--- src/rtl/alu_vec_if.sv ---
// Vector handshake between the ALU stimulus generator and its consumer.
// The master presents {op, A, B, last} under valid. The slave accepts with ready.
interface alu_vec_if #(
    parameter int DATA_WIDTH = 32,
    parameter int OP_WIDTH   = 4
);
    logic                  valid;
    logic                  ready;
    logic                  last;
    logic [DATA_WIDTH-1:0] A;
    logic [DATA_WIDTH-1:0] B;
    logic [OP_WIDTH-1:0]   op;

    modport master (output valid, A, B, op, last, input ready);
    modport slave  (input valid, A, B, op, last, output ready);
endinterface

--- src/rtl/alu_vec_gen.sv ---
// ALU stimulus generator. It emits a directed corner-value sweep over every opcode,
// or LFSR random operands with a swept opcode for a programmable count.
//
// state | meaning
// IDLE  | waiting for start, outputs hold the previous run's final vector
// RUN   | presenting vectors, advancing on each accept
// DONE  | one-cycle done pulse, then back to IDLE
module alu_vec_gen #(
    parameter int          DATA_WIDTH = 32,
    parameter int          OP_WIDTH   = 4,
    parameter int          N_OPS      = 16,
    parameter logic [31:0] SEED       = 32'h00000001
) (
    input  logic        clk,
    input  logic        rst,
    input  logic        start,
    input  logic        mode,
    input  logic [15:0] len,
    alu_vec_if.master   vec,
    output logic        busy,
    output logic        done
);
    localparam logic [31:0] SEED_A = (SEED == 32'd0) ? 32'd1 : SEED;
    localparam logic [31:0] SEED_B = (~SEED == 32'd0) ? 32'd1 : ~SEED;
    localparam logic [15:0] DIR_LAST = 16'(4 * N_OPS - 1);
    localparam logic [OP_WIDTH-1:0] OP_MAX = OP_WIDTH'(N_OPS - 1);

    typedef enum logic [1:0] {IDLE, RUN, DONE} state_t;

    state_t      state;
    logic        mode_q;
    logic [15:0] len_q;
    logic [15:0] idx;
    logic [15:0] idx_n;
    logic [31:0] lfsr_a;
    logic [31:0] lfsr_b;
    logic [31:0] lfsr_a_n;
    logic [31:0] lfsr_b_n;

    function automatic logic [31:0] lfsr_step(input logic [31:0] s);
        return (s >> 1) ^ (s[0] ? 32'h80200003 : 32'h0);
    endfunction

    // Directed corner pairs: (0,0), (all-ones,1), (MSB-only,all-ones), (max-positive,1).
    function automatic logic [DATA_WIDTH-1:0] dir_a(input logic [1:0] k);
        case (k)
            2'd0:    return '0;
            2'd1:    return '1;
            2'd2:    return {1'b1, {(DATA_WIDTH-1){1'b0}}};
            default: return {1'b0, {(DATA_WIDTH-1){1'b1}}};
        endcase
    endfunction

    function automatic logic [DATA_WIDTH-1:0] dir_b(input logic [1:0] k);
        case (k)
            2'd0:    return '0;
            2'd2:    return '1;
            default: return DATA_WIDTH'(1);
        endcase
    endfunction

    always_comb begin
        idx_n    = idx + 16'd1;
        lfsr_a_n = lfsr_step(lfsr_a);
        lfsr_b_n = lfsr_step(lfsr_b);
    end

    always_ff @(posedge clk or posedge rst) begin
        if (rst) begin
            state     <= IDLE;
            vec.valid <= 1'b0;
            vec.last  <= 1'b0;
            vec.A     <= '0;
            vec.B     <= '0;
            vec.op    <= '0;
            busy      <= 1'b0;
            done      <= 1'b0;
            mode_q    <= 1'b0;
            len_q     <= '0;
            idx       <= '0;
            lfsr_a    <= SEED_A;
            lfsr_b    <= SEED_B;
        end else begin
            done <= 1'b0;
            case (state)
                IDLE: begin
                    if (start) begin
                        mode_q <= mode;
                        len_q  <= len;
                        idx    <= '0;
                        lfsr_a <= SEED_A;
                        lfsr_b <= SEED_B;
                        if (mode && len == 16'd0) begin
                            state <= DONE;
                            done  <= 1'b1;
                        end else begin
                            state     <= RUN;
                            busy      <= 1'b1;
                            vec.valid <= 1'b1;
                            vec.op    <= '0;
                            vec.A     <= mode ? SEED_A[DATA_WIDTH-1:0] : dir_a(2'd0);
                            vec.B     <= mode ? SEED_B[DATA_WIDTH-1:0] : dir_b(2'd0);
                            vec.last  <= mode && (len == 16'd1);
                        end
                    end
                end
                RUN: begin
                    if (vec.valid && vec.ready) begin
                        if (vec.last) begin
                            state     <= DONE;
                            vec.valid <= 1'b0;
                            vec.last  <= 1'b0;
                            busy      <= 1'b0;
                            done      <= 1'b1;
                        end else begin
                            idx <= idx_n;
                            if (mode_q) begin
                                lfsr_a   <= lfsr_a_n;
                                lfsr_b   <= lfsr_b_n;
                                vec.A    <= lfsr_a_n[DATA_WIDTH-1:0];
                                vec.B    <= lfsr_b_n[DATA_WIDTH-1:0];
                                vec.op   <= (vec.op == OP_MAX) ? '0 : vec.op + OP_WIDTH'(1);
                                vec.last <= (idx_n == len_q - 16'd1);
                            end else begin
                                vec.A    <= dir_a(idx_n[1:0]);
                                vec.B    <= dir_b(idx_n[1:0]);
                                vec.op   <= OP_WIDTH'(idx_n >> 2);
                                vec.last <= (idx_n == DIR_LAST);
                            end
                        end
                    end
                end
                DONE: state <= IDLE;
                default: state <= IDLE;
            endcase
        end
    end
endmodule
--- src/flat_wrapper.sv ---
// flat-port wrapper written by rule: the top's interface ports become plain ports
module alu_vec_gen_flat 
#(
    parameter int          DATA_WIDTH = 32,
    parameter int          OP_WIDTH   = 4,
    parameter int          N_OPS      = 16,
    parameter logic [31:0] SEED       = 32'h00000001
)
  (clk, rst, start, mode, len, busy, done, vec_valid, vec_A, vec_B, vec_op, vec_last, vec_ready);
  alu_vec_if #(.DATA_WIDTH(DATA_WIDTH), .OP_WIDTH(OP_WIDTH)) vec_i ();
  input  logic clk;
  input  logic rst;
  input  logic start;
  input  logic mode;
  input  logic [15:0] len;
  output logic busy;
  output logic done;
  output wire logic [$bits(vec_i.valid)-1:0] vec_valid;
  output wire logic [$bits(vec_i.A)-1:0] vec_A;
  output wire logic [$bits(vec_i.B)-1:0] vec_B;
  output wire logic [$bits(vec_i.op)-1:0] vec_op;
  output wire logic [$bits(vec_i.last)-1:0] vec_last;
  input wire logic [$bits(vec_i.ready)-1:0] vec_ready;
  assign vec_valid = vec_i.valid;
  assign vec_A = vec_i.A;
  assign vec_B = vec_i.B;
  assign vec_op = vec_i.op;
  assign vec_last = vec_i.last;
  assign vec_i.ready = vec_ready;
  alu_vec_gen #(.DATA_WIDTH(DATA_WIDTH), .OP_WIDTH(OP_WIDTH), .N_OPS(N_OPS), .SEED(SEED)) u_core (.clk(clk), .rst(rst), .start(start), .mode(mode), .len(len), .vec(vec_i), .busy(busy), .done(done));
endmodule
--- config.mk ---
export PLATFORM = sky130hd
export DESIGN_NAME = alu_vec_gen_flat
export DESIGN_NICKNAME = d
export VERILOG_FILES = /design/src/rtl/alu_vec_if.sv /design/src/rtl/alu_vec_gen.sv /design/src/flat_wrapper.sv
export SDC_FILE = /design/constraint.sdc
export NUM_CORES = 1
export LEC_CHECK = 0
export CAP_MARGIN = 5
export CORE_ASPECT_RATIO = 0.5
export CORE_MARGIN = 2
export CORE_UTILIZATION = 53
export CTS_BUF_LIST = sky130_fd_sc_hd__clkbuf_2 sky130_fd_sc_hd__clkbuf_4 sky130_fd_sc_hd__clkbuf_8
export CTS_CLUSTER_SIZE = 30
export DETAILED_ROUTE_END_ITERATION = 10
export HOLD_SLACK_MARGIN = 0.08
export PLACE_DENSITY = 0.8
export SLEW_MARGIN = 40
export SYNTH_ARGS = -nofsm -noshare
export SYNTH_HDL_FRONTEND = slang
export SYNTH_SLANG_ARGS = --single-unit
--- constraint.sdc ---
create_clock -name clk -period 6.5 [get_ports clk]
set_input_delay 1.625 -clock clk [delete_from_list [all_inputs] [get_ports clk]]
set_output_delay 1.625 -clock clk [all_outputs]
set_load 0.03 [all_outputs]
==> results of run 1 <==
-- per-layer routing --
| layer | global-route usage (%) | part of all wire [%] |
|---|---|---|
| met4 | 6.23 | 1.1 |
| met3 | 5.07 | 4.7 |
| met5 | 0 | 0 |
| met1 | 33.9 | 47 |
| met2 | 36.7 | 48 |
-- power by group --
group          internal (mW)  leakage [nW]  switching [mW]
Sequential              1.06          2.25               0
Clock                  0.295         0.206           0.460
Combinational         0.0121          1.55          0.0253
-- synthesized netlist by cell type (all sizes together) (2+ instances only) --
cell / instances / area, µm²
a21oi: 75 / 375
nor3: 10 / 55.1
o2111ai: 2 / 17.5
or3: 6 / 42.5
nor2: 24 / 90.1
o31ai: 67 / 508
nor2b: 3 / 18.8
o2bb2ai: 2 / 17.5
xnor2: 23 / 201
a31oi: 10 / 62.6
mux2i: 2 / 20.0
inv: 10 / 37.5
a22o: 31 / 272
ha: 4 / 50.1
nand3: 19 / 95.1
nand2: 103 / 387
dfrtp: 138 / 3450
xor2: 15 / 131
o22a: 29 / 254
clkbuf: 56 / 210
dfstp: 32 / 841
o21ai: 48 / 240
nor4: 7 / 65.1
and3: 3 / 18.8
buf: 9 / 48.8
nand4: 4 / 31.3
o21a: 2 / 15.0
mux2: 16 / 180
a21o: 4 / 30.0
and3b: 2 / 17.5
or4: 5 / 48.8
a211oi: 3 / 22.5
or4b: 2 / 20.0
-- metrics by stage --
step	power (mW)	hold slack [ns]	setup slack, ns	utilization [%]
5_1_grt	1.92	0.515	2.40	64.8
3_3_place_gp	1.12	0.462	1.82	61.8
3_5_place_dp	1.12	0.467	2.09	62.0
4_1_cts	1.87	0.490	2.59	64.8
6_report	1.85	0.486	2.53	64.8
2_1_floorplan	1.09	0.464	0.325	-
-- final cells by class --
cell class / instances / area share, %
Clock buffer: 17 / 2.46
Sequential cell: 170 / 45.2
Multi-Input combinational cell: 536 / 37.0
Inverter: 10 / 0.448
Timing Repair Buffer: 101 / 10.4
Clock inverter: 15 / 1.87
Tap cell: 198 / 2.61
-- path summary, 6_finish.rpt --
path / to / slack [ns] / depth (start not counted)
setup / recovery: u_core.lfsr_b[30] / 2.53 / 6
min in group asynchronous: u_core.idx[15] / 1.61 / 2
hold / removal: u_core.vec.B[10] / 0.49 / 2
hold reg to reg: u_core.vec.B[10] / 0.49 / 2
max in group asynchronous: u_core.lfsr_a[22] / 3.78 / 3
setup reg to reg: u_core.vec.last / 3.59 / 9
-- sequential cells by signal, summed over array words and instances (netlist names), 2 cells and up --
name           flops
u_core.idx        16
u_core.vec.op      4
u_core.len_q      16
u_core.vec.B      32
u_core.state       2
u_core.lfsr_b     32
u_core.vec.A      32
u_core.lfsr_a     32
-- cells by family (layout without fill, tap and decap cells) --
family,count (synthesis),count (layout),share of synthesized area [%]
AO/OA/AOI/OAI,280,280,23.6
AND/OR/NAND/NOR,195,195,11.8
flip-flops,170,170,53.4
buffers and inverters,75,143,3.69
XOR/XNOR,39,39,4.42
multiplexers,18,18,2.49
adder cells (fa/ha/maj),4,4,0.622
-- worst max-delay path, stage by stage --
cell             delay [ns]
clkdlybuf4s50_1        0.53
nand2_1                0.09
or3_1                  0.62
nand2_1                0.46
nand3_2                0.58
o22a_1                 0.43
==> metrics.md, run 1 <==
| Metric | Value |
|---|---|
| Crit. End Element | flop |
| Final hold violation count | 0 |
| Chip width | 178 µm |
| Synth warnings | 0 |
| TritonCTS Buffers | 17 |
| Starting Density | 54.8% |
| Routed via count | 6324 |
| Drt first pass iters | 5 |
| Post-route cell area | 9500 µm² |
| Tmin final | 3.97 ns |
| Status | completed |
| H-tree depth | 4 |
| Yosys reg bits | 170 |
| Max Transition Viols Final | 0 |
| Leakage | 4.01 nW |
| CP max FO | 31 |
| # hold bufs at CTS | 0 |
| Max Cap Viol | 0 |
| Peak supply drop | 0.110 mV |
| Highest Clock Rate | 252 MHz |
| Num Clock Sinks | 170 |
| Worst hold start | u_core.vec.B[10] |
| Ys flop type | dfrtp_1 |
| Nature of the critical path startpoint | input pin |
| Register area | 4300 µm² |
| Tcrit/Tclk final | 61.1% |
| Most common cell after layout, fill and taps aside | dfrtp_1 |
| Mapped Cells | 781 |
| Routed WL | 18.2 mm |
| Worst-path clk slew | 0.10 ns |
| I/O Pins | 93 |
| Pin count of the biggest net entering global routing | 84 |
| Total core area | 14700 µm² |
| Class of the worst hold path | flop to flop |
| Avg Inst Size Synth | 10.3 µm² |
| Port-buffer cells | 92 |
| Diode count | 0 |
| Vias per inst | 6.04 |
| CTS tree | built |
| Number of antenna violations at the first check in global routing | 0 |
| DRT iter0 DRCs | 525 |
| Gates resized, CTS repair | 0 |
| Die Y | 91.1 µm |
| Global-route wire length before repair | 30.5 mm |
| DIE AREA | 16200 µm² |
| Area post-placement | 9090 µm² |
| # DRC | 0 |
| Netlist cell types | 59 |
| Final TNS setup | 0 ns |
| CTS Root Cell | clkbuf_8 |
| Area of the multi-input gates | 3520 µm² |
| Routed length per instance | 17.3 µm |
| Global placement routability congestion | 0.813 |
| Worst-case clock buffer depth | 2 |
| Crit path required time | 6.89 ns |
| Share of the yosys chip area belonging to registers | 53.4% |
| Syn_nets | 806 |
| Dpl cells | 1015 |
| DRT antenna net count | 0 |
| # rows | 31 |
| Most frequent cells in the layout | dfrtp_1, nand2_1, clkdlybuf4s50_1 |
| Slew headroom | 46.6% |
| Vias in the first global route | 6002 |
| Total setup buffers inserted after CTS | 0 |
| WS Path Type | input pin to flop |
| Final Setup Violations | 0 |
| Worst-skew pair later-pin latency | 0.47 ns |
| Detailed-placement wirelength estimate | 12.0 mm |
| FILL cells | 1176 |
| Critical path arrival | 4.36 ns |
| Post-layout nets | 861 |
| Reg2reg start | u_core.len_q[0] |
| Final Non-Filler Cells | 1047 |
| Number of synthesized flops with an enable pin | 0 |
| Syn-to-layout area delta | 18.2% |
| Power Dens Cells | 195 nW/µm² |
| Unrepaired setup endpoints after global routing | false |
| Ys async rst share | 100% |
| GRT overflow | 0 |
| Max Clock Skew | 0.0166 ns |
| Layout cells sized above 1 | 13.3% |
| Least-Margin Pin Slew | 0.802 ns |
| Total GRT Usage | 23.6% |
| Mapped Area | 8040 µm² |
| Critical Path Source | vec_ready |
No activity file was read; power rests on OpenSTA's default activity.
==> run 2: changes to the inputs <==
==> constraint.sdc (replaced) <==
create_clock -name clk -period 3.45 [get_ports clk]
set_input_delay 0.8625 -clock clk [delete_from_list [all_inputs] [get_ports clk]]
set_output_delay 0.8625 -clock clk [all_outputs]
set_load 0.03 [all_outputs]
==> run 2 against run 1 <==
Final cell count rose by 1.3%. Worst setup slack lost 2.0 ns. Wire length up 0.50%. First-iteration DRC count down 18%. Critical path type is now flop to flop. Critical endpoint is now u_core.vec.last.
==> metrics.md, run 2 (same netlist as run 1, synthesis figures left out) <==
| Metric | Value |
|---|---|
| Syn-to-layout area delta | 19.9% |
| Nature of the critical path startpoint | flop |
| Routed WL | 18.2 mm (+0.50%) |
| Tmin final | 2.94 ns |
| DRT iter0 DRCs | 433 (-18%) |
| Routed via count | 6326 (+0.032%) |
| Tcrit/Tclk final | 85.4% |
| DIE AREA | 16200 µm² (unchanged) |
| Drt first pass iters | 5 (unchanged) |
| Final Power | 3.45 mW (+87%) |
| Worst-case clock buffer depth | 2 (unchanged) |
| FILL cells | 1145 (-2.6%) |
| Final hold violation count | 0 (unchanged) |
| # DRC | 0 (unchanged) |
| Wire length on met3 | 885 µm (+3.1%) |
| Chip width | 178 µm (unchanged) |
| Worst-skew pair later-pin latency | 0.46 ns (about the same) |
| CTS tree | built |
| Slew headroom | 49.5% (+2.9 points) |
| Die Y | 91.1 µm (unchanged) |
| Gates resized, CTS repair | 0 (unchanged) |
| Routed length per instance | 17.2 µm (-0.82%) |
| Reg2reg start | u_core.len_q[0] |
| Num Clock Sinks | 170 (unchanged) |
| Global placement routability congestion | 0.814 (+0.15%) |
| Final Non-Filler Cells | 1061 (+1.3%) |
| Vias in the first global route | 6066 (+1.1%) |
| Post-layout nets | 875 (+1.6%) |
| Top routing layer in use | met4 |
| Vias per inst | 5.96 (-1.3%) |
| Peak supply drop | 0.217 mV (+97%) |
| WS Path Type | flop to flop |
| Least-Margin Pin Slew | 0.756 ns (-0.0454 ns) |
| Max Cap Viol | 0 (unchanged) |
| Most common cell after layout, fill and taps aside | dfrtp_1 |
| GRT overflow | 0 (unchanged) |
| Unrepaired setup endpoints after global routing | false |
| Worst hold start | u_core.vec.A[5] |
| CP max stage delay | 0.62 ns (about the same) |
| # hold bufs at CTS | 0 (unchanged) |
| Starting Density | 54.8% (unchanged) |
| Crit path required time | 3.81 ns (-3.08 ns) |
| Dpl cells | 1029 (+1.4%) |
| Status | completed |
| Total setup buffers inserted after CTS | 0 (unchanged) |
| Crit path cell chain | inv_1 -> ha_1 -> or4b_1 -> nor4_2 -> xor2_1 -> nand3_1 -> a2111oi_4 -> o2111ai_1 -> o31ai_2 |
| Total core area | 14700 µm² (unchanged) |
| Global-route wire length before repair | 30.6 mm (about the same) |
| Final Setup Violations | 0 (unchanged) |
| CP max FO | 8 (-74%) |
| Critical Path Source | u_core.len_q[0] |
| Layout cells sized above 1 | 14.5% (+1.2 points) |
| # rows | 31 (unchanged) |
| Max Clock Skew | 0.0199 ns (+0.00339 ns) |
| Power Dens Cells | 358 nW/µm² (+84%) |
| I/O Pins | 93 (unchanged) |
| Class of the worst hold path | flop to flop |
| Leakage | 4.09 nW (+1.9%) |
| CP max-delay cell | or4b_1 |
| Routed met1 length | 8.49 mm (+0.19%) |
| Detailed-placement wirelength estimate | 12.2 mm (+1.2%) |
| Highest Clock Rate | 340 MHz |
| Port-buffer cells | 92 (unchanged) |
| Final TNS setup | 0 ns (unchanged) |
| TritonCTS Buffers | 17 (unchanged) |
| Crit. End Element | flop |
| Most frequent cells in the layout | dfrtp_1, nand2_1, clkdlybuf4s50_1 |
| Worst-path clk slew | 0.09 ns (about the same) |
| Diode count | 0 (unchanged) |
| Max Transition Viols Final | 0 (unchanged) |
| DRT antenna net count | 0 (unchanged) |
| Number of antenna violations at the first check in global routing | 0 (unchanged) |
| Critical path arrival | 3.30 ns (-1.06 ns) |
| Total GRT Usage | 23.3% (-0.30 points) |
| Met2 wire len | 8.69 mm (+0.67%) |
| Pin count of the biggest net entering global routing | 78 (-7.1%) |
| CTS Root Cell | clkbuf_8 |
| H-tree depth | 4 (unchanged) |
[run 2: cell count changes in the layout (fill, tap and decap cells not counted), moves of 3 or more]
cell        change
buf_12          +6
buf_4           +8
clkinvlp_4      +3
inv_6           -3
nor2_2          +3
nor2_4          -3
[run 2: layout make-up]
class                           instances  area, µm²  share of cell area (%)
Inverter                               10       41.3                   0.428
Timing Repair Buffer                  115       1170                    12.1
Sequential cell                       170       4300                    44.6
Clock inverter                         14        158                    1.64
Multi-Input combinational cell        536       3490                    36.2
Tap cell                              198        248                    2.57
Clock buffer                           18        241                    2.50
[run 2: per-layer routing]
layer	global-route usage, %	up-vias
met2	37.5	182
met3	4.36	17
met4	5.56	0
met1	33.0	3134
met5	0	-
li1	-	2993
[run 2: final timing paths]
path / end / slack, ns / cells past startpoint
setup / recovery: u_core.vec.last / 0.51 / 9
hold / removal: u_core.vec.A[5] / 0.49 / 2
setup reg to reg: u_core.vec.last / 0.51 / 9
hold reg to reg: u_core.vec.A[5] / 0.49 / 2
max in group asynchronous: u_core.lfsr_b[2] / 1.80 / 3
min in group asynchronous: u_core.vec.B[17] / 0.81 / 2
[run 2: stage by stage]
| stage | setup slack, ns | hold WS [ns] | utilization, % | area (µm²) |
|---|---|---|---|---|
| 2_1_floorplan | 0.445 | 0.464 | - | 8050 |
| 3_3_place_gp | 0.218 | 0.460 | 63.0 | 9240 |
| 3_5_place_dp | 0.245 | 0.466 | 63.0 | 9240 |
| 4_1_cts | 0.543 | 0.491 | 65.8 | 9640 |
| 5_1_grt | 0.379 | 0.510 | 65.8 | 9640 |
| 6_report | 0.505 | 0.486 | 65.8 | 9640 |
[run 2: where the power goes]
group	internal (mW)	total [mW]	leakage (nW)	switching, mW
clock	0.551	1.39	0.194	0.835
sequential	1.99	1.99	2.25	0
combinational	0.0265	0.0740	1.64	0.0474
[run 2: critical path: cells and delay by family (launching register included)]
kind	cells	cell delay [ns]
AND/OR/NAND/NOR	3	1.02
adder cells (fa/ha/maj)	1	0.21
buffers and inverters	1	0.11
AO/OA/AOI/OAI	3	0.77
XOR/XNOR	1	0.27
flip-flops	1	0.47
==> run 3: changes to the inputs <==
--- a/config.mk
+++ b/config.mk
@@ -6,7 +6,6 @@
 export NUM_CORES = 1
 export LEC_CHECK = 0
 export CAP_MARGIN = 5
-export CORE_ASPECT_RATIO = 0.5
 export CORE_MARGIN = 2
 export CORE_UTILIZATION = 53
 export CTS_BUF_LIST = sky130_fd_sc_hd__clkbuf_2 sky130_fd_sc_hd__clkbuf_4 sky130_fd_sc_hd__clkbuf_8
==> run 3 against run 2 <==
Clock-buffer cell count is 4 higher. Combinational power up 1%. Via count decreased by 1.1%. Die area shrank 0.37%. Clock power increased by 8%. Utilization is 1.6 points lower. Total power grew 3.3%. Sequential share of layout area down 0.061 points. Clock skew decreased by 0.010 ns. Sequential cell count unchanged. Critical path depth did not move. Critical path type unchanged. Largest cell class unchanged.
==> metrics.md, run 3 (same netlist as run 1, synthesis figures left out) <==
| Metric | Value |
|---|---|
| Routed via count | 6258 (-1.1%) |
| FF-to-FF setup slack | 0.66 ns (+0.15 ns) |
| Peak supply drop | 0.274 mV (+26%) |
| H-tree depth | 4 (unchanged) |
| Pin count of the biggest net entering global routing | 79 (+1.3%) |
| I/O Pins | 93 (unchanged) |
| Slew headroom | 47.0% (-2.4 points) |
| TritonCTS Buffers | 17 (unchanged) |
| Global-route wire length before repair | 29.0 mm (-4.9%) |
| Crit path required time | 3.82 ns (about the same) |
| Unrepaired setup endpoints after global routing | false |
| Least-Margin Pin Slew | 0.791 ns (+0.0351 ns) |
| Crit path capture | u_core.vec.last |
| Gates resized, CTS repair | 0 (unchanged) |
| WS Path Type | flop to flop |
| Total core area | 15000 µm² (+2.5%) |
| Die Y | 127 µm (+40%) |
| Global placement routability congestion | 0.866 (+6.4%) |
| CTS tree | built |
| Hold Slack | 0.480 ns (-0.00654 ns) |
| Total setup buffers inserted after CTS | 0 (unchanged) |
| # DRC | 0 (unchanged) |
| CP max FO | 8 (unchanged) |
| Leakage | 4.11 nW (+0.47%) |
| Area of the multi-input gates | 3490 µm² (about the same) |
| RR Endpoint | u_core.vec.last |
| Routed WL | 17.5 mm (-3.9%) |
| Routed length per instance | 16.7 µm (-3.1%) |
| Worst-skew pair later-pin latency | 0.46 ns (about the same) |
| Diode count | 0 (unchanged) |
| CP max-delay cell | or4b_1 |
| GRT overflow | 0 (unchanged) |
| Max Clock Skew | 0.00950 ns (-0.0104 ns) |
| Post-layout nets | 876 (+0.11%) |
| DRT iter0 DRCs | 504 (+16%) |
| Final hold violation count | 0 (unchanged) |
| Num Clock Sinks | 170 (unchanged) |
| Tcrit/Tclk final | 80.9% (-4.4 points) |
| Final Power | 3.57 mW (+3.3%) |
| Drt first pass iters | 5 (unchanged) |
| Crit. End Element | flop |
| CP max stage delay | 0.61 ns (about the same) |
| Power Dens Cells | 370 nW/µm² (+3.2%) |
| Tmin final | 2.79 ns (-0.153 ns) |
| Vias per inst | 5.95 (-0.23%) |
| Most common cell after layout, fill and taps aside | dfrtp_1 |
| Worst-case clock buffer depth | 2 (unchanged) |
| Worst-path clk slew | 0.09 ns (about the same) |
| Final core occ | 64.2% (-1.6 points) |
| Status | completed |
| Most frequent cells in the layout | dfrtp_1, nand2_1, clkdlybuf4s50_1 |
| Crit path cell chain | inv_1 -> ha_1 -> or4b_1 -> nor4_2 -> xor2_1 -> nand3_1 -> a2111oi_4 -> o2111ai_1 -> o31ai_2 |
| Max Transition Viols Final | 0 (unchanged) |
| Vias in the first global route | 5835 (-3.8%) |
| CTS Root Cell | clkbuf_8 |
| Detailed-placement wirelength estimate | 11.6 mm (-4.5%) |
| # hold bufs at CTS | 0 (unchanged) |
| Nature of the critical path startpoint | flop |
| DIE AREA | 16200 µm² (-0.37%) |
| Starting Density | 53.5% (-1.4 points) |
| Total GRT Usage | 22.3% (-0.99 points) |
| Layout cells sized above 1 | 14.6% (+0.099 points) |
| Highest Clock Rate | 358 MHz (+5.5%) |
| Chip width | 127 µm (-29%) |
| Critical path arrival | 3.17 ns (-0.13 ns) |
| # rows | 45 (+45%) |
| FILL cells | 1169 (+2.1%) |
| Syn-to-layout area delta | 20.0% (about the same) |
| Final TNS setup | 0 ns (unchanged) |
| DRT antenna net count | 0 (unchanged) |
| Class of the worst hold path | flop to flop |
| Port-buffer cells | 92 (unchanged) |
| Max Cap Viol | 0 (unchanged) |
| Register area | 4300 µm² (about the same) |
| R2R cell count | 9 (unchanged) |
| Number of antenna violations at the first check in global routing | 0 (unchanged) |
| Final Setup Violations | 0 (unchanged) |
| Critical Path Source | u_core.len_q[0] |
| Reg2reg start | u_core.len_q[0] |
run 3: where the power goes:
part / total, mW / internal, mW / switching [mW]
Sequential: 1.99 / 1.99 / 0
Combinational: 0.0748 / 0.0272 / 0.0475
Clock: 1.50 / 0.779 / 0.720
Total: 3.57 / 2.80 / 0.767
run 3: worst max-delay path, delay by kind of cell (launching register included):
kind | cells | cell delay [ns]
compound gates | 3 | 0.74
xor+xnor | 1 | 0.23
fa+ha+maj | 1 | 0.21
buf+inv | 1 | 0.10
flops | 1 | 0.45
simple gates | 3 | 0.97
run 3: worst min-delay path by stage:
stage / startpoint / endpoint / slack [ns] / depth (start not counted)
after global placement: u_core.vec.A[26] / u_core.vec.A[26] / 0.46 / 2
final: u_core.vec.A[19] / u_core.vec.A[19] / 0.48 / 2
after floorplan: u_core.lfsr_a[1] / u_core.lfsr_a[0] / 0.46 / 1
after detailed placement: u_core.vec.A[23] / u_core.vec.A[23] / 0.47 / 2
after global routing: u_core.vec.A[23] / u_core.vec.A[23] / 0.51 / 2
after CTS: u_core.vec.A[23] / u_core.vec.A[23] / 0.49 / 2
run 3: final cells by class:
class / count / share of cell area, %
Multi-Input combinational cell: 536 / 36.2
Sequential cell: 170 / 44.5
Clock inverter: 10 / 1.45
Clock buffer: 22 / 2.94
Inverter: 10 / 0.428
Timing Repair Buffer: 116 / 12.1
Tap cell: 188 / 2.44
run 3: per-layer routing:
metal	GRT usage (%)	vias to the layer above	wire length, µm
met3	4.02	23	702
met4	7.82	0	261
li1	-	2998	-
met1	31.5	3081	8290
met5	0	-	0
met2	35.3	156	8270
run 3: per-stage QoR:
| stage | worst slack (ns) | cell area (µm²) | instances |
|---|---|---|---|
| after floorplan | 0.445 | 8050 | 781 |
| after global placement | 0.370 | 9220 | 1020 |
| after detailed placement | 0.314 | 9230 | 1020 |
| after CTS | 0.626 | 9650 | 1052 |
| after global routing | 0.374 | 9650 | 1052 |
| final | 0.658 | 9650 | 1052 |
